[src/rtl/a2d_sched.sv]
// a2d_sched: schedules A2D conversions for three IR emitter pairs plus battery monitor.
module a2d_sched (
  input  logic        clk,
  input  logic        rst_n,
  input  logic        go,
  input  logic        batt_req,
  input  logic        cnv_cmplt,
  input  logic [11:0] A2D_res,
  output logic        strt_cnv,
  output logic [2:0]  chnnl,
  output logic        IR_in_en,
  output logic        IR_mid_en,
  output logic        IR_out_en,
  output logic [11:0] ir_in_lft,
  output logic [11:0] ir_in_rht,
  output logic [11:0] ir_mid_lft,
  output logic [11:0] ir_mid_rht,
  output logic [11:0] ir_out_lft,
  output logic [11:0] ir_out_rht,
  output logic [11:0] batt_res,
  output logic        batt_gnt,
  output logic        sweep_done
);

  localparam int unsigned CNT_W = 12;
  localparam logic [CNT_W-1:0] SETTLE_LAST = '1;
  localparam logic [1:0] PAIR_IN  = 2'd0;
  localparam logic [1:0] PAIR_OUT = 2'd2;
  localparam logic [2:0] BATT_CH  = 3'd6;

  typedef enum logic [2:0] {
    IDLE, SETTLE, CNV_A, WAIT_A, CNV_B, WAIT_B, BATT_CNV, BATT_WAIT
  } state_t;

  state_t           state, state_d;
  logic [1:0]       pair, pair_d;
  logic             resume, resume_d;
  logic             strt_d, done_d;
  logic [2:0]       chnnl_d;
  logic [2:0]       en_d;
  logic             lat_a, lat_b, lat_batt;
  logic [CNT_W-1:0] settle_cnt;

  // Right-hand sensor channel of each pair (converted first)
  function automatic logic [2:0] ch_a(input logic [1:0] p);
    case (p)
      2'd0:    ch_a = 3'd1;
      2'd1:    ch_a = 3'd4;
      default: ch_a = 3'd3;
    endcase
  endfunction

  // Left-hand sensor channel of each pair (converted second)
  function automatic logic [2:0] ch_b(input logic [1:0] p);
    case (p)
      2'd0:    ch_b = 3'd0;
      2'd1:    ch_b = 3'd2;
      default: ch_b = 3'd7;
    endcase
  endfunction

  // One-hot emitter enable for a pair: bit0 IN, bit1 MID, bit2 OUT
  function automatic logic [2:0] pair_en(input logic [1:0] p);
    case (p)
      2'd0:    pair_en = 3'b001;
      2'd1:    pair_en = 3'b010;
      default: pair_en = 3'b100;
    endcase
  endfunction

  // State and control registers
  always_ff @(posedge clk or negedge rst_n) begin
    if (!rst_n) begin
      state      <= IDLE;
      pair       <= PAIR_IN;
      resume     <= 1'b0;
      strt_cnv   <= 1'b0;
      chnnl      <= 3'd0;
      IR_in_en   <= 1'b0;
      IR_mid_en  <= 1'b0;
      IR_out_en  <= 1'b0;
      sweep_done <= 1'b0;
      batt_gnt   <= 1'b0;
    end else begin
      state      <= state_d;
      pair       <= pair_d;
      resume     <= resume_d;
      strt_cnv   <= strt_d;
      chnnl      <= chnnl_d;
      IR_in_en   <= en_d[0];
      IR_mid_en  <= en_d[1];
      IR_out_en  <= en_d[2];
      sweep_done <= done_d;
      batt_gnt   <= lat_batt;
    end
  end

  // Settle counter: cleared on SETTLE entry, counts every SETTLE cycle
  always_ff @(posedge clk or negedge rst_n) begin
    if (!rst_n) begin
      settle_cnt <= '0;
    end else if (state_d == SETTLE && state != SETTLE) begin
      settle_cnt <= '0;
    end else if (state == SETTLE) begin
      settle_cnt <= settle_cnt + CNT_W'(1);
    end
  end

  // Result capture on the completing edge
  always_ff @(posedge clk or negedge rst_n) begin
    if (!rst_n) begin
      ir_in_lft  <= '0;
      ir_in_rht  <= '0;
      ir_mid_lft <= '0;
      ir_mid_rht <= '0;
      ir_out_lft <= '0;
      ir_out_rht <= '0;
      batt_res   <= '0;
    end else begin
      if (lat_a) begin
        case (pair)
          2'd0:    ir_in_rht  <= A2D_res;
          2'd1:    ir_mid_rht <= A2D_res;
          default: ir_out_rht <= A2D_res;
        endcase
      end
      if (lat_b) begin
        case (pair)
          2'd0:    ir_in_lft  <= A2D_res;
          2'd1:    ir_mid_lft <= A2D_res;
          default: ir_out_lft <= A2D_res;
        endcase
      end
      if (lat_batt) batt_res <= A2D_res;
    end
  end

  // Next-state and next-output logic
  always_comb begin
    state_d  = state;
    pair_d   = pair;
    resume_d = resume;
    strt_d   = 1'b0;
    chnnl_d  = chnnl;
    en_d     = {IR_out_en, IR_mid_en, IR_in_en};
    done_d   = 1'b0;
    lat_a    = 1'b0;
    lat_b    = 1'b0;
    lat_batt = 1'b0;
    case (state)
      IDLE: begin
        en_d     = 3'b000;
        resume_d = 1'b0;
        if (go) begin
          state_d = SETTLE;
          pair_d  = PAIR_IN;
          en_d    = pair_en(PAIR_IN);
        end else if (batt_req) begin
          state_d = BATT_CNV;
          strt_d  = 1'b1;
          chnnl_d = BATT_CH;
        end
      end
      SETTLE: begin
        if (!go) begin
          state_d = IDLE;
          en_d    = 3'b000;
        end else if (settle_cnt == SETTLE_LAST) begin
          state_d = CNV_A;
          strt_d  = 1'b1;
          chnnl_d = ch_a(pair);
        end
      end
      CNV_A: state_d = WAIT_A;
      WAIT_A: begin
        if (cnv_cmplt) begin
          lat_a = 1'b1;
          if (!go) begin
            state_d = IDLE;
            en_d    = 3'b000;
          end else begin
            state_d = CNV_B;
            strt_d  = 1'b1;
            chnnl_d = ch_b(pair);
          end
        end
      end
      CNV_B: state_d = WAIT_B;
      WAIT_B: begin
        if (cnv_cmplt) begin
          lat_b = 1'b1;
          en_d  = 3'b000;
          if (!go) begin
            state_d = IDLE;
          end else if (pair == PAIR_OUT) begin
            state_d = IDLE;
            done_d  = 1'b1;
          end else if (batt_req) begin
            state_d  = BATT_CNV;
            strt_d   = 1'b1;
            chnnl_d  = BATT_CH;
            resume_d = 1'b1;
            pair_d   = 2'(pair + 2'd1);
          end else begin
            state_d = SETTLE;
            pair_d  = 2'(pair + 2'd1);
            en_d    = pair_en(2'(pair + 2'd1));
          end
        end
      end
      BATT_CNV: state_d = BATT_WAIT;
      BATT_WAIT: begin
        if (cnv_cmplt) begin
          lat_batt = 1'b1;
          resume_d = 1'b0;
          if (resume && go) begin
            state_d = SETTLE;
            en_d    = pair_en(pair);
          end else begin
            state_d = IDLE;
          end
        end
      end
      default: state_d = IDLE;
    endcase
  end

endmodule

[config.mk]
export PLATFORM = sky130hd
export DESIGN_NAME = a2d_sched
export DESIGN_NICKNAME = d
export VERILOG_FILES = /design/src/rtl/a2d_sched.sv
export SDC_FILE = /design/constraint.sdc
export NUM_CORES = 1
export LEC_CHECK = 0
export CAP_MARGIN = 20
export CORE_MARGIN = 2
export CORE_UTILIZATION = 45
export DETAILED_ROUTE_END_ITERATION = 10
export PLACE_DENSITY = 0.73
export SETUP_SLACK_MARGIN = 0.15
export SLEW_MARGIN = 10
export SYNTH_ARGS = -nofsm -noshare
export SYNTH_HDL_FRONTEND = slang
export SYNTH_SLANG_ARGS = --single-unit
export TNS_END_PERCENT = 10
[constraint.sdc]
create_clock -name clk -period 5.65 [get_ports clk]
set_clock_uncertainty 0.05 [all_clocks]
set_input_delay 1.13 -clock clk [delete_from_list [all_inputs] [get_ports clk]]
set_output_delay 1.13 -clock clk [all_outputs]
set_load 0.005 [all_outputs]
Yosys cells after proc, flatten, opt, wreduce, memory -nomap -nowiden
Index checks and enable logic that the tools add are counted.
{ "totals": {"latchBits": 0, "n_memories": 0, "romBits": 0, "input_bits": 17, "output_inout_bits": 93, "regBits": 111, "ramBits": 0} }
{ "op_classes": {"addsub": 2, "mul": 0, "muxes": 68, "div": 0, "shift": 0, "eq_ne": 25, "n_lt_le_gt_ge": 0, "n_reduce_logical": 21, "bitwise": 1} }
{ "ops": {"columns": ["operator", "count"], "rows": [
  ["3-bit 2-to-1 mux", 28],
  ["1-bit 2-to-1 mux", 24],
  ["12-bit 2-to-1 mux", 2],
  ["3-bit case mux with 2 select lines", 4],
  ["3-bit case mux with 8 select lines", 1],
  ["2-bit inequality test (second input constant)", 11],
  ["3-bit case mux with 5 select lines", 1],
  ["12-bit by 1-bit adder with 12-bit output (second input constant)", 1],
  ["12-bit equality test (second input constant)", 1],
  ["3-bit equality test (second input constant)", 4],
  ["3-bit case mux with 4 select lines", 1],
  ["2-bit AND reduction", 6],
  ["5-bit AND reduction", 2],
  ["9-bit AND reduction", 1],
  ["2-bit 2-to-1 mux", 4],
  ["3-bit by 1-bit equality test with 1-bit output (second input constant)", 2],
  ["3-bit by 2-bit equality test with 1-bit output (second input constant)", 2],
  ["6-bit AND reduction", 1],
  ["5-bit nonzero test", 1],
  ["2-bit by 1-bit equality test with 1-bit output (second input constant)", 2],
  ["2-bit logical NOT", 2],
  ["1-bit case mux with 4 select lines", 1],
  ["2-bit case mux with 2 select lines", 1],
  ["2-bit nonzero test", 2],
  ["11 further kinds", 12]
]} }

Longest topological paths before layout
{ "depth": {"depth_word": 8, "ltp_mapped": 8, "mapped_depth_nobuf": 7} }

Worst setup path before layout
Ideal clock, no wire load.
{ "synth_path": {"kind": "input to register", "start": "input cnv_cmplt", "end": "register ir_in_lft[0]", "slack_ps": 3181, "n_path_buf": 1, "t_arrival_ps": 2292, "cell_stages": 5, "setup_ps": 127, "required_time_ps": 5473, "path_cell_list": "and3_1 -> nor2b_1 -> nand2_1 -> clkbuf_1 -> mux2_1"} }
{ "synth_between": {"elab_chain_cells": 3} }
{ "synth_rtl": {"columns": ["element", "line", "text"], "rows": [
  ["start, declared", "7", "input logic cnv_cmplt,"],
  ["1-bit 2-to-1 mux", "190", "if (cnv_cmplt) begin"],
  ["1-bit 2-to-1 mux", "150", "case (state)"],
  ["2-bit AND reduction (no line)", null, null],
  ["end signal, assigned", "129", "2'd0: ir_in_lft <= A2D_res;"],
  ["end, declared", "14", "output logic [11:0] ir_in_lft,"]
]} }
Every way passes these cells.
A chain may end at the register's enable or synchronous reset.

Worst setup path in the final report
{ "layout_path": {"start": "input go", "end": "register settle_cnt[3]"} }
{ "layout_between": {"elab_chain_cells": 7} }
{ "layout_rtl": {"columns": ["element", "line", "text"], "rows": [
  ["start, declared", "5", "input logic go,"],
  ["1-bit logical AND", "216", "if (resume && go) begin"],
  ["1-bit 2-to-1 mux", "216", null],
  ["3-bit 2-to-1 mux", "213", "if (cnv_cmplt) begin"],
  ["3-bit case mux with 8 select lines *", "150", null],
  ["3-bit by 1-bit equality test with 1-bit output *", "102", "end else if (state_d == SETTLE && state != SETTLE) begin"],
  ["1-bit logical AND *", "102", null],
  ["12-bit 2-to-1 mux or 2-bit nonzero test (tied branches)", null, null],
  ["end signal, assigned", "105", "settle_cnt <= settle_cnt + CNT_W'(1);"],
  ["end, declared", "42", "logic [CNT_W-1:0] settle_cnt;"]
]} }
Every way passes the cells marked *; elsewhere a longest branch is shown, timed or not.

==> flow_summary.ini <==
[run_status]
outcome = finished, final reports clean

[setup_path]
criticalPathCategory = in -> reg
critPathLaunchType = primary input
setup.worst_path.end_class = flop
cp.required_ns = 5.86
worst-path-max-fanout = 15
crit_arrival_ns = 3.57

[sta]
worst_slew_pin_slew_ns = 0.861
relSlewSlack_pct = 42.6
rsz0062_at_grt = no
tns_ns = 0
hold_viol_final = 0
post-route-min-period_ns = 3.36
maxSlewViolCount = 0
setup_viol = 0
min_period_over_period_pct = 59.5
fmax_ghz = 0.297

[yosys]
synthesis.area_sq_um = 4790
post_synth.cell_area_avg_sq_um = 12.4
ys_top_cells_by_area = dfrtp_1 58%, mux2_1 16%, nand2_1 4.7%
async_flop_share_pct = 100
synth_cells = 386
seq_area_frac_synth_pct = 58.0
ys_top_cells_by_count = 111 x dfrtp_1, 68 x mux2_1, 60 x nand2_1
synth_nets = 410
yosys.cell_types.count = 51
synth_seq_cells = 111
yosysTopAreaCellShare_pct = 58.0
synth-main-ff-cell = dfrtp_1
synth.most_common_cell = dfrtp_1
synth-edff-count = 0
yosysTopAreaCell = dfrtp_1
ys_warn_count = 0

[route]
drcViolationCount = 0
routed-wl-met3_microns = 800
dr.first_iter.drc_count = 138
wl_met2_mm = 5.49
ant_nets = 0
top_layer_used = met4
viasPerCell = 5.33
routed_wl_mm = 11.0
vias = 3363
wire_per_inst_microns = 17.4
dr.pass1.iters = 4
wl_met1_mm = 4.60

[global_route]
grt_overflow = 0
grt_pass1_vias = 3454
grt_start_max_net_pins = 69
grt_antenna_before_repair = 0
grt_usage_pct = 20.1
grt_pass1_wl_mm = 17.9

[clock_tree]
cts_max_level = 3
tritoncts = built
cts_root_buffer = clkbuf_8
clk_pin_slew_ns = 0.11
cts.sinks = 111
cts_buffer_depth = 2
cts_buffers = 9
cts_setup_buffers = 0
ctsResizeCount = 0
postCtsHoldBufs = 0
worst_skew_pair.late_latency_ns = 0.37

[floorplanning]
rows = 37
die_y_microns = 107
io-pin-count = 110
die_w_microns = 107
core_sq_um = 10300
start_util_pct = 46.4
dieArea_sq_um = 11500

[power]
ir_drop_uv = 250
p_per_area_nw_per_um2 = 497
p_leak_nw = 2.79

[hold_path]
hp-class = reg -> reg

[cells_and_area]
final_nets = 514
fillCellCount = 836
syn_to_final_growth_pct = 29.1
fin_area_sq_um = 6180
drive_above_1_share_pct = 7.68
diodes = 0

[place]
routabilityCongestion = 0.861
portBuffers = 109
hpwl_mm = 7.43
placed_area_sq_um = 5970

[job]
maxCapViolCount = 0
per-layer routing:
layer | vias up | track usage (%)
met2 | 101 | 33.1
met1 | 1692 | 25.7
li1 | 1561 | -
met5 | - | 0
met4 | 0 | 4.36
met3 | 9 | 6.99
cell usage in the layout (no fill, tap or decap), types with 2 or more instances in the layout:
cell type        instances
dfrtp_1                111
clkdlybuf4s50_1        108
mux2_1                  68
nand2_1                 60
nor2_1                  17
nand3_1                 13
clkbuf_8                 9
mux2_2                   7
ha_1                     7
inv_1                    6
o21ai_0                  6
o21ai_1                  6
nor2b_1                  5
nand2b_1                 4
o31ai_1                  4
nand4_1                  3
nor4_1                   3
and3_1                   3
o21bai_1                 3
or3_1                    3
nor3_2                   3
inv_8                    3
buf_4                    3
nor4bb_1                 2
a21o_1                   2
inv_2                    2
a211oi_1                 2
a32oi_1                  2
a41oi_1                  2
a211oi_2                 2
layout make-up:
type / count / area (sq um) / share of cell area (%)
Clock inverter: 7 / 86.3 / 1.40
Sequential cell: 111 / 2780 / 44.9
Clock buffer: 9 / 124 / 2.00
Inverter: 8 / 30.0 / 0.486
Tap cell: 136 / 170 / 2.75
Timing Repair Buffer: 111 / 1100 / 17.9
Multi-Input combinational cell: 249 / 1890 / 30.6
per-stage QoR:
stage	hold slack, ns	worst slack [ns]	total power (W)	std cells	utilization, %
floorplan	0.420	3.18	0.00185	386	-
global placement	0.407	1.74	0.00255	614	57.8
detailed placement	0.413	1.94	0.00259	615	57.8
CTS	0.439	2.33	0.00310	631	59.9
global route	0.463	2.13	0.00328	631	59.9
finish	0.431	2.29	0.00307	631	59.9
state kept, by name (all words and copies together), names as in the netlist, 2 cells and up:
register,cells
batt_res,12
ir_in_lft,12
ir_in_rht,12
ir_mid_lft,12
ir_mid_rht,12
ir_out_lft,12
ir_out_rht,12
settle_cnt,12
chnnl,3
state,3
pair,2
cells by family after synthesis:
logic type / share of synthesized area, %
multiplexers: 17.8
flip-flops: 58.0
adder cells (fa/ha/maj): 1.83
AO/OA/AOI/OAI: 6.40
AND/OR/NAND/NOR: 13.2
XOR/XNOR: 0.183
buffers and inverters: 2.51
where the power goes:
group          internal (W)  total (W)  switching (W)
clock              0.000216   0.000504       0.000288
sequential          0.00110    0.00134       0.000243
combinational      0.000749    0.00122       0.000475
worst max-delay path, stage by stage:
cell,delay (ns)
clkdlybuf4s50_1,0.75
nand2b_1,0.14
o311ai_0,0.37
o31ai_1,0.19
nor4_2,0.66
buf_4,0.28
a211oi_2,0.05
worst paths after layout:
check	start	to	slack (ns)	depth (start not counted)
max reg2reg	state[1]	chnnl[0]	2.78	5
max in group asynchronous	rst_n	ir_in_lft[4]	3.64	2
min reg2reg	batt_res[7]	batt_res[7]	0.43	2
min	batt_res[7]	batt_res[7]	0.43	2
max	go	settle_cnt[3]	2.29	7
min in group asynchronous	rst_n	settle_cnt[2]	0.80	1
(Power assumes the default switching activity.)
